### config.mk
export PLATFORM = sky130hd
export DESIGN_NAME = load_unit
export DESIGN_NICKNAME = d
export VERILOG_FILES = /design/src/rtl/load_pkg.sv /design/src/rtl/load_align.sv /design/src/rtl/load_unit.sv
export SDC_FILE = /design/constraint.sdc
export NUM_CORES = 1
export LEC_CHECK = 0
export BUFFER_PORTS_ARGS = -buffer_cell sky130_fd_sc_hd__buf_2
export CORE_ASPECT_RATIO = 0.5
export CORE_MARGIN = 2
export CORE_UTILIZATION = 36
export CTS_CLUSTER_DIAMETER = 50
export CTS_CLUSTER_SIZE = 8
export DETAILED_ROUTE_END_ITERATION = 8
export GPL_TIMING_DRIVEN = 0
export PLACE_DENSITY_LB_ADDON = 0.05
export SETUP_SLACK_MARGIN = 0.15
export SLEW_MARGIN = 20
export SYNTH_ARGS = -nofsm -noshare
export SYNTH_HDL_FRONTEND = slang
export SYNTH_SLANG_ARGS = --single-unit
### constraint.sdc
create_clock -name clk -period 4.3 [get_ports clk]
set_clock_uncertainty 0.1 [all_clocks]
set_input_delay 0.43 -clock clk [delete_from_list [all_inputs] [get_ports clk]]
set_output_delay 0.43 -clock clk [all_outputs]
set_load 0.01 [all_outputs]
### src/rtl/load_pkg.sv
// rtl/load_pkg.sv - shared constants, state encoding and decode helpers for the load unit
package load_pkg;

    localparam int XPRLEN = 32;

    localparam logic [6:0] OPCODE_MEMORY = 7'b0000011;

    localparam logic [2:0] FUNCT3_LB  = 3'b000;
    localparam logic [2:0] FUNCT3_LH  = 3'b001;
    localparam logic [2:0] FUNCT3_LW  = 3'b010;
    localparam logic [2:0] FUNCT3_LD  = 3'b011;
    localparam logic [2:0] FUNCT3_LBU = 3'b100;
    localparam logic [2:0] FUNCT3_LHU = 3'b101;
    localparam logic [2:0] FUNCT3_LWU = 3'b110;

    typedef enum logic [1:0] {
        IDLE = 2'd0,
        READ = 2'd1,
        WAIT = 2'd2,
        RESP = 2'd3
    } load_state_e;

    // LD and LWU need a 64-bit datapath, so they are rejected like 111.
    function automatic logic is_illegal(input logic [2:0] funct3);
        logic bad;
        case (funct3)
            FUNCT3_LB, FUNCT3_LH, FUNCT3_LW, FUNCT3_LBU, FUNCT3_LHU: bad = 1'b0;
            default:                                                 bad = 1'b1;
        endcase
        return bad;
    endfunction

    function automatic logic is_misaligned(input logic [2:0] funct3, input logic [1:0] off);
        logic mis;
        case (funct3)
            FUNCT3_LH, FUNCT3_LHU: mis = off[0];
            FUNCT3_LW:             mis = (off != 2'b00);
            default:               mis = 1'b0;
        endcase
        return mis;
    endfunction

endpackage

### src/rtl/load_align.sv
// rtl/load_align.sv - little-endian lane select and sign/zero extension of a RAM word
module load_align
    import load_pkg::*;
(
    input  logic [XPRLEN-1:0] rdata,
    input  logic [1:0]        off,
    input  logic [2:0]        funct3,
    output logic [XPRLEN-1:0] ext_data
);

    logic [7:0]  byte_lane;
    logic [15:0] half_lane;

    always_comb begin
        byte_lane = rdata[{off, 3'b000} +: 8];
        half_lane = rdata[{off[1], 4'b0000} +: 16];
        ext_data  = '0;
        case (funct3)
            FUNCT3_LB:  ext_data = {{(XPRLEN-8){byte_lane[7]}}, byte_lane};
            FUNCT3_LH:  ext_data = {{(XPRLEN-16){half_lane[15]}}, half_lane};
            FUNCT3_LW:  ext_data = rdata;
            FUNCT3_LBU: ext_data = {{(XPRLEN-8){1'b0}}, byte_lane};
            FUNCT3_LHU: ext_data = {{(XPRLEN-16){1'b0}}, half_lane};
            default:    ext_data = '0;
        endcase
    end

endmodule

### src/rtl/load_unit.sv
// rtl/load_unit.sv - single-outstanding load engine: address calc, RAM read, lane extract, response
module load_unit
    import load_pkg::*;
#(
    parameter int XPRLEN  = load_pkg::XPRLEN,
    parameter int ADDR_W  = 10,
    parameter int MEM_LAT = 1
) (
    input  logic                clk,
    input  logic                rst_n,
    input  logic                req_valid,
    output logic                req_ready,
    input  logic [XPRLEN-1:0]   req_base,
    input  logic [11:0]         req_imm,
    input  logic [2:0]          req_funct3,
    output logic                rsp_valid,
    input  logic                rsp_ready,
    output logic [XPRLEN-1:0]   rsp_data,
    output logic                rsp_err,
    output logic                mem_rd_en,
    output logic [ADDR_W-3:0]   mem_addr,
    input  logic [XPRLEN-1:0]   mem_rdata
);

    localparam logic [1:0] S_IDLE = 2'(IDLE);
    localparam logic [1:0] S_READ = 2'(READ);
    localparam logic [1:0] S_WAIT = 2'(WAIT);
    localparam logic [1:0] S_RESP = 2'(RESP);

    localparam int              CNT_W    = $clog2(MEM_LAT + 1);
    localparam logic [CNT_W-1:0] CNT_INIT = CNT_W'(MEM_LAT - 1);

    logic [1:0]        state_q,    state_d;
    logic [ADDR_W-3:0] waddr_q,    waddr_d;
    logic [1:0]        off_q,      off_d;
    logic [2:0]        funct3_q,   funct3_d;
    logic [CNT_W-1:0]  cnt_q,      cnt_d;
    logic [XPRLEN-1:0] rsp_data_q, rsp_data_d;
    logic              rsp_err_q,  rsp_err_d;

    logic [XPRLEN-1:0] ea;
    logic [1:0]        req_off;
    logic [ADDR_W-3:0] req_waddr;
    logic              req_bad;
    logic [XPRLEN-1:0] aligned_data;

    assign ea        = req_base + {{(XPRLEN-12){req_imm[11]}}, req_imm};
    assign req_off   = ea[1:0];
    assign req_waddr = ea[ADDR_W-1:2];
    assign req_bad   = is_illegal(req_funct3) || is_misaligned(req_funct3, req_off);

    load_align u_align (
        .rdata    (mem_rdata),
        .off      (off_q),
        .funct3   (funct3_q),
        .ext_data (aligned_data)
    );

    always_comb begin
        state_d    = state_q;
        waddr_d    = waddr_q;
        off_d      = off_q;
        funct3_d   = funct3_q;
        cnt_d      = cnt_q;
        rsp_data_d = rsp_data_q;
        rsp_err_d  = rsp_err_q;
        case (state_q)
            S_IDLE: begin
                if (req_valid) begin
                    if (req_bad) begin
                        // The RAM address is left untouched so mem_addr only moves on a real read.
                        rsp_data_d = '0;
                        rsp_err_d  = 1'b1;
                        state_d    = S_RESP;
                    end else begin
                        waddr_d  = req_waddr;
                        off_d    = req_off;
                        funct3_d = req_funct3;
                        state_d  = S_READ;
                    end
                end
            end
            S_READ: begin
                cnt_d   = CNT_INIT;
                state_d = S_WAIT;
            end
            S_WAIT: begin
                if (cnt_q == '0) begin
                    rsp_data_d = aligned_data;
                    rsp_err_d  = 1'b0;
                    state_d    = S_RESP;
                end else begin
                    cnt_d = cnt_q - 1'b1;
                end
            end
            S_RESP: begin
                if (rsp_ready) begin
                    state_d = S_IDLE;
                end
            end
            default: state_d = S_IDLE;
        endcase
    end

    always_ff @(posedge clk or negedge rst_n) begin
        if (!rst_n) begin
            state_q    <= S_IDLE;
            waddr_q    <= '0;
            off_q      <= '0;
            funct3_q   <= '0;
            cnt_q      <= '0;
            rsp_data_q <= '0;
            rsp_err_q  <= 1'b0;
        end else begin
            state_q    <= state_d;
            waddr_q    <= waddr_d;
            off_q      <= off_d;
            funct3_q   <= funct3_d;
            cnt_q      <= cnt_d;
            rsp_data_q <= rsp_data_d;
            rsp_err_q  <= rsp_err_d;
        end
    end

    // Gated with rst_n so upstream never sees ready while the unit is held in reset.
    assign req_ready = rst_n && (state_q == S_IDLE);
    assign rsp_valid = (state_q == S_RESP);
    assign mem_rd_en = (state_q == S_READ);
    assign mem_addr  = waddr_q;
    assign rsp_data  = rsp_data_q;
    assign rsp_err   = rsp_err_q;

endmodule

Word level (Yosys, flattened, before mapping)
Index checks and enable logic that the tools add are counted.
{ "word_totals": {"reg_bits": 49, "input_bits": 83, "output_inout_bits": 44, "elab_cells": 58} }
{ "op_classes": {"n_addsub": 2, "n_eq_ne": 15, "shifts": 2, "n_mux": 18, "n_bitwise": 1, "n_reduce_logical": 13} }
{ "ops": {"columns": ["operator", "count"], "rows": [
  ["case mux 32 bit (5 select lines)", 1],
  ["two-way mux 32 bit", 3],
  ["case mux 32 bit (2 select lines)", 1],
  ["indexed part select 32 x 6 -> 16 bit", 1],
  ["indexed part select 32 x 6 -> 8 bit", 1],
  ["== test 3 bit, second input constant", 4],
  ["adder 10 bit", 1],
  ["two-way mux 2 bit", 4],
  ["case mux 2 bit (4 select lines)", 1],
  ["== test 3 x 1 -> 1 bit, second input constant", 2],
  ["== test 3 x 2 -> 1 bit, second input constant", 2],
  ["zero test 3 bit", 2],
  ["inequality test 2 bit, second input constant", 3],
  ["case mux 1 bit (2 select lines)", 3],
  ["AND reduction 3 bit", 2],
  ["nonzero test 2 bit", 3],
  ["two-way mux 1 bit", 5],
  ["OR reduction 5 bit", 1],
  ["== test 2 bit, second input constant", 2],
  ["AND reduction 4 bit", 1],
  ["== test 2 x 1 -> 1 bit, second input constant", 1],
  ["zero test 2 bit", 1],
  ["inequality test 2 x 1 -> 1 bit, second input constant", 1],
  ["OR reduction 2 bit", 1],
  ["other kinds (4)", 4]
]} }

Depth between registers and ports, before layout
Gate-level depths: netlist of run 1.
{ "depth": {"depth_word": 7, "ltp_mapped": 8} }

Hierarchy
A second synthesis of run 1 with hierarchy kept.
{ "hier_totals": {"cells_unflattened": 367, "hier_area_um2": 3334.4} }
{ "modules_own_cells": {"columns": ["module", "instances", "cells_each", "area_each_um2", "seq_area_each_um2"], "rows": [
  ["load_unit", 1, 250, 2512.4, 1201.2],
  ["load_align", 1, 117, 822.0, 0.0]
]} }

Worst setup path before layout of run 1
Ideal clock, no wire load.
{ "synth_timing": {"kind": "input to register", "start": "in req_base[1]", "end": "reg funct3_q[2]", "arrival_time_ps": 1961, "path_slack_ps": 2114, "stages": 6, "n_path_buf": 1, "path_cell_list": "ha_1 > xnor2_1 > a21oi_1 > nor2_1 > buf_2 > mux2_2"} }
{ "synth_via": {"elab_chain_cells": 6} }
{ "synth_rtl": {"columns": ["item", "line_no", "text"], "rows": [
  ["start, declared", "load_unit.sv:13", "input logic [XPRLEN-1:0] req_base,"],
  ["adder 10 bit", "load_unit.sv:47", "assign ea = req_base + {{(XPRLEN-12){req_imm[11]}}, req_imm};"],
  ["nonzero test 2 bit", "load_pkg.sv:37", "FUNCT3_LW: mis = (off != 2'b00);"],
  ["case mux 1 bit (2 select lines)", "load_pkg.sv:35", "case (funct3)"],
  ["logical OR 1 bit", "load_unit.sv:50", "assign req_bad = is_illegal(req_funct3) || is_misaligned(req_funct3, req_off);"],
  ["NOT 1 bit (no line)", null, null],
  ["AND reduction 3 bit (no line)", null, null],
  ["end signal, assigned", "load_unit.sv:118", "funct3_q <= funct3_d;"],
  ["end, declared", "load_unit.sv:36", "logic [2:0] funct3_q, funct3_d;"]
]} }
Every way passes these cells.
A chain may end at the register's enable or synchronous reset.

Worst setup path after layout of run 1
{ "layout_timing": {"start": "in req_base[1]", "end": "reg rsp_data_q[1] (netlist: rsp_data[1])"} }
{ "layout_via": {"elab_chain_cells": 6} }
{ "layout_rtl": {"columns": ["item", "line_no", "text"], "rows": [
  ["adder 10 bit", "load_unit.sv:47", null],
  ["nonzero test 2 bit", "load_pkg.sv:37", null],
  ["case mux 1 bit (2 select lines)", "load_pkg.sv:35", null],
  ["logical OR 1 bit", "load_unit.sv:50", null],
  ["inequality test 2 bit (no line)", null, null],
  ["AND reduction 4 bit (no line)", null, null],
  ["end signal, assigned", "load_unit.sv:120", "rsp_data_q <= rsp_data_d;"],
  ["end, declared", "load_unit.sv:38", "logic [XPRLEN-1:0] rsp_data_q, rsp_data_d;"]
]} }
Every way passes these cells.

==> impl_metrics.sql, run 1 <==
INSERT INTO impl_metrics (metric_group, metric, value, unit) VALUES
('critical_path', 'worst-path-max-fanout', '10', ''),
('drt', 'wire_per_inst', '15.7', 'um'),
('min_path', 'timing.hold.worst.class', 'in -> async', ''),
('finish', 'layout_area_overhead', '28.4', '%'),
('cts', 'cts.hold.buffers_added', '0', ''),
('global_routing', 'global_route.usage.total', '18.5', '%'),
('pwr', 'power.leakage', '1.69', 'nW'),
('cts', 'cts_setup_buffers', '0', ''),
('drt', 'drtIter0Drc', '163', ''),
('pwr', 'sequential_share_of_power', '31.8', '%'),
('placed_design', 'placement.io_buffers', '102', ''),
('cts', 'root_buf_cell', 'sky130_fd_sc_hd__clkbuf_16', ''),
('status', 'outcome', 'finished clean', ''),
('sta', 'tns', '0', 'ns'),
('finish', 'final_net_count', '481', ''),
('finish', 'post_route_cells_drive_above_1_share', '35.5', '%'),
('sta', 'hold_viol_final', '0', ''),
('sta', 'timing.final.crit_share', '55.8', '%'),
('synth', 'post_synth_inst_count', '274', ''),
('critical_path', 'crit_chain', 'buf_2 > ha_1 > xnor2_1 > a21oi_1 > a31oi_1 > clkbuf_1 > nand2_1 > o21ai_0', ''),
('drt', 'totalWireLength', '7.51', 'mm'),
('synth', 'synth_warn', '0', ''),
('synth', 'syn-num-nets', '372', ''),
('floorplanning', 'die_footprint', '8240', 'um^2'),
('sta', 'max_freq', '417', 'MHz'),
('placed_design', 'gp_congestion', '0.845', ''),
('cts', 'cts_clk_pin_slew_worst_paths', '0.07', 'ns'),
('sta', 'max-slew-margin-rel', '43.3', '%'),
('sta', 'finalSetupViolations', '0', ''),
('floorplanning', 'start_util', '37.0', '%'),
('critical_path', 'crit_path_max_incr_delay', '0.50', 'ns'),
('critical_path', 'worstSetupStartpointType', 'input port', ''),
('cts', 'cts-buffers-inserted', '5', ''),
('placed_design', 'placedInstanceArea', '3330', 'um^2'),
('run', 'drv_cap', '0', ''),
('floorplanning', 'io_pins', '127', ''),
('finish', 'layout.cell_area.non_filler', '3460', 'um^2'),
('critical_path', 'critical_path.top_delay_family', 'compound AO/OA/AOI/OAI gates', ''),
('sta', 'worst_pin_slew', '0.849', 'ns'),
('sta', 'rsz0062_at_grt', 'no', ''),
('drt', 'routed-via-count', '2486', ''),
('cts', 'cts_tree', 'yes', ''),
('global_routing', 'global_route_wire_length_before_repair', '12.1', 'mm'),
('cts', 'clkLatencyLatePin', '0.28', 'ns'),
('pwr', 'share_clk_of_total_power', '16.8', '%'),
('drt', 'routed_via_density', '5.19', ''),
('pwr', 'power.share.switching', '41.4', '%'),
('synth', 'synth_seq_area_share', '44.5', '%'),
('critical_path', 'crit_path_end_kind', 'flip-flop', ''),
('synth', 'synth_cell_type_count', '36', ''),
('pwr', 'p_comb_share', '51.4', '%'),
('cts', 'ctsHtreeMaxLevel', '2', ''),
('cts', 'post_cts.resized_instances', '0', ''),
('global_routing', 'maximum_number_of_pins_on_one_net_before_global_route_repair', '50', ''),
('critical_path', 'critical_path_buf_inv_count', '2', ''),
('sta', 'fin_ws', '1.90', 'ns'),
('placed_design', 'place.detailed.hpwl', '5.79', 'mm'),
('synth', 'postSynth.topFlopCell', 'sky130_fd_sc_hd__dfrtp_1', ''),
('pwr', 'internal-power', '1.32', 'mW'),
('cts', 'clk_path_buf_depth', '2', ''),
('critical_path', 'worst_path_max_delay_cell', 'sky130_fd_sc_hd__a31oi_1', ''),
('floorplanning', 'die_h', '65.2', 'um'),
('synth', 'yosysTopAreaCell', 'sky130_fd_sc_hd__dfrtp_1', ''),
('synth', 'yosys.area.top_type_share', '44.5', '%'),
('synth', 'synth_edf_count', '0', ''),
('synth', 'syn_avg_cell_area', '9.85', 'um^2'),
('synth', 'yosys.cell_count.top_type', 'sky130_fd_sc_hd__dfrtp_1', ''),
('placed_design', 'place_worst_setup_slack', '1.60', 'ns'),
('floorplanning', 'die_w', '126', 'um'),
('pwr', 'power-per-cell-area', '650', 'nW/um^2'),
('critical_path', 'critPathArrivalTime', '2.50', 'ns');
## per-layer routing
metal  vias to the layer above  global-route usage [%]  part of all wire [%]
li1                       1222                       -                     -
met1                      1150                    25.7                    48
met4                         2                    3.57                  0.19
met2                       108                    29.1                    43
met5                         -                       0                  0.17
met3                         4                    5.29                   8.7
## final timing paths
kind	start	to	slack, ns	cells after the start
max	req_base[1]	rsp_data[1]$_DFFE_PN0P_	1.90	8
min	rst_n	rsp_data[11]$_DFFE_PN0P_	0.07	1
max reg2reg	state_q[0]$_DFFE_PN0P_	mem_addr[4]$_DFFE_PN0P_	2.14	6
min reg2reg	rsp_data[28]$_DFFE_PN0P_	rsp_data[28]$_DFFE_PN0P_	0.38	2
max in group asynchronous	rst_n	funct3_q[2]$_DFFE_PN0P_	3.60	1
min in group clk	req_funct3[2]	funct3_q[2]$_DFFE_PN0P_	0.30	2
## sequential cells by signal, summed over array words and instances (netlist names)
| register | cells |
|---|---|
| mem_addr | 8 |
| state_q | 2 |
| rsp_data | 32 |
| rsp_err | 1 |
| off_q | 2 |
| funct3_q | 3 |
## placed cells by master, fill, tap and decap left out, types with 7 or more instances in the layout
| cell type | Yosys | final |
|---|---|---|
| sky130_fd_sc_hd__nand2_1 | 36 | 36 |
| sky130_fd_sc_hd__clkbuf_1 | 11 | 12 |
| sky130_fd_sc_hd__o21ai_1 | 10 | 10 |
| sky130_fd_sc_hd__mux2_2 | 18 | 18 |
| sky130_fd_sc_hd__a222oi_1 | 7 | 7 |
| sky130_fd_sc_hd__dfrtp_1 | 48 | 48 |
| sky130_fd_sc_hd__a221oi_1 | 10 | 10 |
| sky130_fd_sc_hd__a21oi_1 | 25 | 25 |
| sky130_fd_sc_hd__ha_1 | 15 | 15 |
| sky130_fd_sc_hd__o21ai_0 | 27 | 27 |
| sky130_fd_sc_hd__inv_1 | 8 | 8 |
| sky130_fd_sc_hd__buf_2 | 3 | 104 |
## kinds of logic after synthesis
family / synth area share, %
AOI/OAI and AO/OA: 22.8
and+or+nand+nor: 10.3
DFF: 44.5
buffers and inverters: 4.04
muxes: 8.72
adders and majority gates: 6.96
xor gates and xnor gates: 2.60
## area by class of cell
class | instances | area, um^2
plain buffers | 16 | 78.8
clock inverters | 1 | 5.00
well taps | 96 | 120
inverters | 8 | 30.0
fillers | 707 | 3830
multi-input cells | 202 | 1390
flip-flops and latches | 48 | 1200
repair buffers | 102 | 513
clock buffers | 6 | 129
## power groups by stage
stage          Sequential, mW  Clock, mW  Combinational, mW
2_1_floorplan           0.770          0              0.727
3_3_place_gp            0.716          0               1.13
3_5_place_dp            0.723          0               1.16
4_1_cts                 0.717      0.390               1.16
5_1_grt                 0.739      0.416               1.30
6_report                0.716      0.379               1.16
## through the flow
step | cells | util [%] | hold slack, ns | total power, mW
after global routing | 479 | 47.5 | 0.115 | 2.45
after floorplan | 274 | - | 0.0344 | 1.50
after detailed placement | 472 | 45.6 | 0.370 | 1.88
final | 479 | 47.5 | 0.0659 | 2.25
after CTS | 479 | 47.5 | 0.293 | 2.27
after global placement | 472 | 45.6 | 0.359 | 1.85
Note: power is estimated with default switching activity, not from simulation.
==> run 2: changes to the inputs <==
clock period = 2.5 ns   (was 4.3 ns; I/O delays follow)
==> run 2 against run 1 <==
- sequential cell count is the same
- critical path depth shrank 2
- wire length hardly changed
- design area grew 0.61%
- sequential power rose by 72%
- largest power group unchanged
==> impl_metrics.sql, run 2 (synthesized netlist as in run 1, its figures left out) <==
INSERT INTO impl_metrics (metric_group, metric, value, unit) VALUES
('pwr', 'power-per-cell-area', '1120', 'nW/um^2'),
('status', 'outcome', 'finished clean', ''),
('global_routing', 'antenna_violations_before_repair', '1', ''),
('drt', 'initial_drt_pass_iterations', '7', ''),
('critical_path', 'crit_path_end_kind', 'flip-flop', ''),
('drt', 'wire_per_inst', '15.6', 'um'),
('sta', 'finalCriticalPeriod', '2.19', 'ns'),
('placed_design', 'placedInstanceArea', '3330', 'um^2'),
('global_routing', 'global_route.usage.total', '18.5', '%'),
('floorplanning', 'die_h', '65.2', 'um'),
('cts', 'root_buf_cell', 'sky130_fd_sc_hd__clkbuf_16', ''),
('global_routing', 'grt_pass1_vias', '2419', ''),
('min_path', 'timing.hold.worst.class', 'in -> reg', ''),
('placed_design', 'placement.io_buffers', '102', ''),
('global_routing', 'maximum_number_of_pins_on_one_net_before_global_route_repair', '50', ''),
('cts', 'cts-buffers-inserted', '5', ''),
('drt', 'routed_via_density', '5.18', ''),
('global_routing', 'global_route_wire_length_before_repair', '12.1', 'mm'),
('drt', 'routed-via-count', '2487', ''),
('sta', 'worst_pin_slew', '0.902', 'ns'),
('drt', 'totalWireLength', '7.51', 'mm'),
('finish', 'final_net_count', '482', ''),
('drt', 'drtIter0Drc', '154', ''),
('finish', 'most_common_library_cell_in_the_layout_ignoring_fill_and_taps', 'sky130_fd_sc_hd__buf_2', ''),
('critical_path', 'worstSetupStartpointType', 'flip-flop', ''),
('critical_path', 'critical_path.top_delay_family', 'simple AND/OR/NAND/NOR gates', ''),
('drt', 'remaining_drc_errors', '0', ''),
('cts', 'cts_tree', 'yes', ''),
('cts', 'ctsHtreeMaxLevel', '2', ''),
('finish', 'layout.cell_area.non_filler', '3490', 'um^2'),
('finish', 'insertedDiodeCount', '0', ''),
('sta', 'max-slew-margin-rel', '39.8', '%'),
('cts', 'clk_path_buf_depth', '2', ''),
('cts', 'clkLatencyLatePin', '0.28', 'ns'),
('cts', 'cts_setup_buffers', '0', ''),
('sta', 'hold_viol_final', '0', ''),
('placed_design', 'place.detailed.hpwl', '5.79', 'mm'),
('critical_path', 'crit_chain', 'inv_1 > ha_1 > nand2_1 > nor2_1 > buf_2 > mux2_2', ''),
('critical_path', 'crit_path_max_incr_delay', '0.41', 'ns'),
('pwr', 'irDropWorstVdd', '0.412', 'mV'),
('finish', 'finalCoreUtilization', '47.8', '%'),
('critical_path', 'critPathArrivalTime', '2.26', 'ns'),
('floorplanning', 'start_util', '37.0', '%'),
('finish', 'most-common-layout-cells', 'sky130_fd_sc_hd__buf_2, sky130_fd_sc_hd__dfrtp_1, sky130_fd_sc_hd__nand2_1', ''),
('global_routing', 'gr-total-overflow', '0', ''),
('critical_path', 'worst-path-max-fanout', '10', ''),
('floorplanning', 'die_w', '126', 'um'),
('placed_design', 'gp_congestion', '0.845', ''),
('sta', 'final-max-slew-violation-count', '0', ''),
('finish', 'layout_area_overhead', '29.2', '%'),
('finish', 'post_route_cells_drive_above_1_share', '36.2', '%'),
('critical_path', 'worstSetupPathType', 'reg -> reg', ''),
('floorplanning', 'design.core.area', '7290', 'um^2'),
('critical_path', 'critical_path_buf_inv_count', '2', ''),
('critical_path', 'worst-endpoint-required', '2.57', 'ns'),
('cts', 'clock_sinks', '48', ''),
('sta', 'max_freq', '457', 'MHz'),
('cts', 'cts_clk_pin_slew_worst_paths', '0.06', 'ns'),
('drt', 'ant_nets', '0', ''),
('critical_path', 'worst_path_max_delay_cell', 'sky130_fd_sc_hd__dfrtp_1', ''),
('floorplanning', 'io_pins', '127', ''),
('run', 'drv_cap', '0', ''),
('sta', 'finalSetupViolations', '0', ''),
('pwr', 'power.leakage', '1.70', 'nW'),
('floorplanning', 'row_count', '22', ''),
('floorplanning', 'die_footprint', '8240', 'um^2'),
('sta', 'timing.final.crit_share', '87.5', '%'),
('sta', 'rsz0062_at_grt', 'yes', ''),
('finish', 'largest_reg_flops', '32', '');
[run 2: what timing repair did]
item                                   4_1_cts  5_1_grt
setup endpoints to repair                    0       28
hold buffers                                 0        1
resized for setup                            0        4
endpoints found under the hold margin        0       48
[run 2: layer usage]
layer | vias to the layer above | global-route usage (%) | routed length [um] | share of wire [%]
met5 | - | 0 | 13 | 0.17
met4 | 2 | 3.57 | 43 | 0.57
met3 | 6 | 5.29 | 499 | 6.6
met2 | 86 | 29.1 | 3270 | 44
met1 | 1167 | 25.7 | 3690 | 49
li1 | 1226 | - | - | -
[run 2: layout make-up]
class                           count  area, um^2
Buffer                             16        80.1
Clock buffer                        6         129
Clock inverter                      1        5.00
Fill cell                         703        3810
Inverter                            8        30.0
Multi-Input combinational cell    202        1400
Sequential cell                    48        1200
Tap cell                           96         120
Timing Repair Buffer              103         523
[run 2: final timing paths]
| path | from | endpoint | slack [ns] | cells after the start |
|---|---|---|---|---|
| max | state_q[0]$_DFFE_PN0P_ | mem_addr[4]$_DFFE_PN0P_ | 0.31 | 6 |
| min in group asynchronous | rst_n | rsp_data[11]$_DFFE_PN0P_ | 0.43 | 2 |
| min reg2reg | rsp_data[10]$_DFFE_PN0P_ | rsp_data[10]$_DFFE_PN0P_ | 0.38 | 2 |
| max in group asynchronous | rst_n | funct3_q[2]$_DFFE_PN0P_ | 1.44 | 2 |
| max reg2reg | state_q[0]$_DFFE_PN0P_ | mem_addr[4]$_DFFE_PN0P_ | 0.31 | 6 |
| min | req_funct3[2] | funct3_q[2]$_DFFE_PN0P_ | 0.12 | 2 |
[run 2: metrics by stage]
| step | setup TNS, ns | hold slack (ns) | power, mW | std cells | setup slack (ns) |
|---|---|---|---|---|---|
| CTS | 0 | 0.113 | 3.91 | 479 | 0.263 |
| global route | 0 | 0.109 | 4.23 | 480 | 0.129 |
| finish | 0 | 0.116 | 3.89 | 480 | 0.313 |
| global placement | 0 | 0.359 | 3.17 | 472 | 0.00764 |
| floorplan | 0 | -0.146 | 2.57 | 274 | 0.494 |
| detailed placement | -0.0206 | 0.370 | 3.24 | 472 | -0.0200 |
[run 2: power breakdown]
part | switching, mW | internal (mW) | leakage, nW
sequential | 0.169 | 1.06 | 0.617
clock | 0.287 | 0.365 | 0.0667
combinational | 1.16 | 0.846 | 1.02
total | 1.62 | 2.28 | 1.70
==> run 3: changes to the inputs <==
--- a/config.mk
+++ b/config.mk
@@ -11,5 +11,4 @@
 export CORE_UTILIZATION = 36
 export CTS_CLUSTER_DIAMETER = 50
-export CTS_CLUSTER_SIZE = 8
 export DETAILED_ROUTE_END_ITERATION = 8
 export GPL_TIMING_DRIVEN = 0
==> constraint.sdc (replaced) <==
create_clock -name clk -period 2.5 [get_ports clk]
set_clock_uncertainty 0.1 [all_clocks]
set_input_delay 0.125 -clock clk [delete_from_list [all_inputs] [get_ports clk]]
set_output_delay 0.125 -clock clk [all_outputs]
set_load 0.01 [all_outputs]
==> run 3 against run 2 <==
- non-clock buffer count increased by 1
- final cell count increased by 0.21%
- clock-buffer cell count stayed put
- power is 0.24% higher
- wire length increased by 0.97%
- sequential share of layout area fell by 0.074 points
- sequential power is essentially flat
- largest cell class unchanged
- highest routed layer is now met4
- via count grew 1.3%
- worst setup slack improved by 0.019 ns
- clock power grew 0.6%
- design area grew 0.22%
==> impl_metrics.sql, run 3 (synthesized netlist as in run 1, its figures left out) <==
INSERT INTO impl_metrics (metric_group, metric, value, unit) VALUES
('status', 'outcome', 'finished clean', ''),
('floorplanning', 'die_h', '65.2', 'um'),
('pwr', 'power-per-cell-area', '1120', 'nW/um^2'),
('global_routing', 'maximum_number_of_pins_on_one_net_before_global_route_repair', '50', ''),
('placed_design', 'gp_congestion', '0.845', ''),
('drt', 'totalWireLength', '7.58', 'mm'),
('drt', 'drtIter0Drc', '153', ''),
('critical_path', 'worst-endpoint-required', '2.60', 'ns'),
('sta', 'worst_pin_slew', '0.884', 'ns'),
('finish', 'most-common-layout-cells', 'sky130_fd_sc_hd__buf_2, sky130_fd_sc_hd__dfrtp_1, sky130_fd_sc_hd__nand2_1', ''),
('sta', 'finalSetupViolations', '0', ''),
('floorplanning', 'design.core.area', '7290', 'um^2'),
('min_path', 'worstHoldPathCells', '2', ''),
('run', 'drv_cap', '0', ''),
('critical_path', 'critPathArrivalTime', '2.27', 'ns'),
('critical_path', 'beginning_of_the_worst_register_to_register_path', 'funct3_q[0]$_DFFE_PN0P_', ''),
('sta', 'final-max-slew-violation-count', '0', ''),
('sta', 'max-slew-margin-rel', '41.0', '%'),
('global_routing', 'grt_pass1_vias', '2453', ''),
('drt', 'wire_per_inst', '15.8', 'um'),
('min_path', 'timing.hold.worst.class', 'in -> reg', ''),
('floorplanning', 'row_count', '22', ''),
('finish', 'largest_reg_flops', '32', ''),
('critical_path', 'worstSetupStartpointType', 'input port', ''),
('pwr', 'post-layout-total-power', '3.90', 'mW'),
('sta', 'finalCriticalPeriod', '2.17', 'ns'),
('finish', 'post_layout_nonfiller_instances', '481', ''),
('pwr', 'power.leakage', '1.70', 'nW'),
('global_routing', 'global_route_wire_length_before_repair', '12.1', 'mm'),
('finish', 'final_net_count', '483', ''),
('drt', 'routed_via_density', '5.24', ''),
('cts', 'cts_tree', 'yes', ''),
('critical_path', 'crit_path_end_kind', 'flip-flop', ''),
('placed_design', 'placement.io_buffers', '102', ''),
('finish', 'insertedDiodeCount', '0', ''),
('critical_path', 'worstSetupPathType', 'in -> reg', ''),
('sta', 'timing.final.crit_share', '86.7', '%'),
('floorplanning', 'die_footprint', '8240', 'um^2'),
('cts', 'cts-buffers-inserted', '5', ''),
('sta', 'rsz0062_at_grt', 'no', ''),
('finish', 'post_route_cells_drive_above_1_share', '35.8', '%'),
('drt', 'initial_drt_pass_iterations', '7', ''),
('drt', 'remaining_drc_errors', '0', ''),
('floorplanning', 'io_pins', '127', ''),
('critical_path', 'critical_path.endpoint', 'rsp_data[15]$_DFFE_PN0P_', ''),
('sta', 'final.hold.worst_slack', '0.00367', 'ns'),
('placed_design', 'place.detailed.hpwl', '5.79', 'mm'),
('global_routing', 'antenna_violations_before_repair', '0', ''),
('cts', 'clk_path_buf_depth', '2', ''),
('finish', 'fillerInstances', '703', ''),
('cts', 'root_buf_cell', 'sky130_fd_sc_hd__clkbuf_16', ''),
('placed_design', 'post-place-cells', '472', ''),
('critical_path', 'reg2regPathDepth', '6', ''),
('finish', 'most_common_library_cell_in_the_layout_ignoring_fill_and_taps', 'sky130_fd_sc_hd__buf_2', ''),
('sta', 'hold_viol_final', '0', ''),
('critical_path', 'r2r-end', 'rsp_data[1]$_DFFE_PN0P_', ''),
('critical_path', 'cp-startpoint', 'req_funct3[2]', ''),
('finish', 'layout_area_overhead', '29.5', '%'),
('sta', 'tns', '0', 'ns'),
('cts', 'clock_sinks', '48', ''),
('drt', 'ant_nets', '0', ''),
('sta', 'max_freq', '461', 'MHz'),
('critical_path', 'worst-path-max-fanout', '10', ''),
('cts', 'clkLatencyLatePin', '0.28', 'ns'),
('global_routing', 'global_route.usage.total', '18.6', '%'),
('finish', 'finalCoreUtilization', '47.9', '%'),
('cts', 'ctsHtreeMaxLevel', '2', ''),
('global_routing', 'gr-total-overflow', '0', ''),
('floorplanning', 'die_w', '126', 'um'),
('pwr', 'irDropWorstVdd', '0.412', 'mV'),
('critical_path', 'setup.reg_to_reg.worst_slack', '0.34', 'ns'),
('drt', 'routed-via-count', '2520', ''),
('cts', 'cts_setup_buffers', '0', ''),
('floorplanning', 'start_util', '37.0', '%'),
('cts', 'cts_clk_pin_slew_worst_paths', '0.06', 'ns');
[run 3: critical path, stage by stage]
cell and delay [ns]:
sky130_fd_sc_hd__dlygate4sd3_1 0.54, sky130_fd_sc_hd__buf_2 0.11, sky130_fd_sc_hd__nor3_1 0.04, sky130_fd_sc_hd__a21oi_1 0.50
sky130_fd_sc_hd__a21o_1 0.23, sky130_fd_sc_hd__nand3_1 0.20, sky130_fd_sc_hd__clkbuf_1 0.29, sky130_fd_sc_hd__o21ai_0 0.23
[run 3: per-layer routing]
| metal | track usage (%) | vias up | part of all wire (%) |
|---|---|---|---|
| met5 | 0 | - | 0 |
| met4 | 3.57 | 0 | 0.63 |
| met3 | 5.05 | 4 | 7.0 |
| met2 | 29.5 | 90 | 43 |
| met1 | 25.8 | 1200 | 49 |
| li1 | - | 1226 | - |
[run 3: where the power goes]
| part | switching (mW) | internal [mW] |
|---|---|---|
| Clock | 0.291 | 0.365 |
| Sequential | 0.169 | 1.06 |
| Combinational | 1.17 | 0.845 |
| Total | 1.63 | 2.27 |
[run 3: metrics by stage]
step | cell area [um^2] | worst slack [ns]
finish | 3490 | 0.332
global route | 3490 | 0.155
detailed placement | 3330 | 0.105
CTS | 3480 | 0.311
global placement | 3330 | 0.133
floorplan | 2700 | 0.552
[run 3: layout make-up]
class	instances	area, um^2	share of cell area [%]
multi-input cells	202	1400	40.0
plain buffers	16	78.8	2.26
flip-flops and latches	48	1200	34.4
repair buffers	104	533	15.3
clock inverters	1	5.00	0.143
inverters	8	30.0	0.860
well taps	96	120	3.44
clock buffers	6	129	3.69
[run 3: worst min path at each step]
stage | from | end
floorplan | rst_n | funct3_q[0]$_DFFE_PN0P_
global placement | rst_n | rsp_data[26]$_DFFE_PN0P_
detailed placement | req_funct3[2] | funct3_q[2]$_DFFE_PN0P_
CTS | req_funct3[1] | funct3_q[1]$_DFFE_PN0P_
global route | req_funct3[1] | funct3_q[1]$_DFFE_PN0P_
finish | req_funct3[1] | funct3_q[1]$_DFFE_PN0P_
[run 3: what timing repair did]
item / CTS / global route
hold buffers: 2 / 0
endpoints found under the setup margin: 0 / 9
gates resized for setup: 0 / 2
hold endpoints to repair: 8 / 0
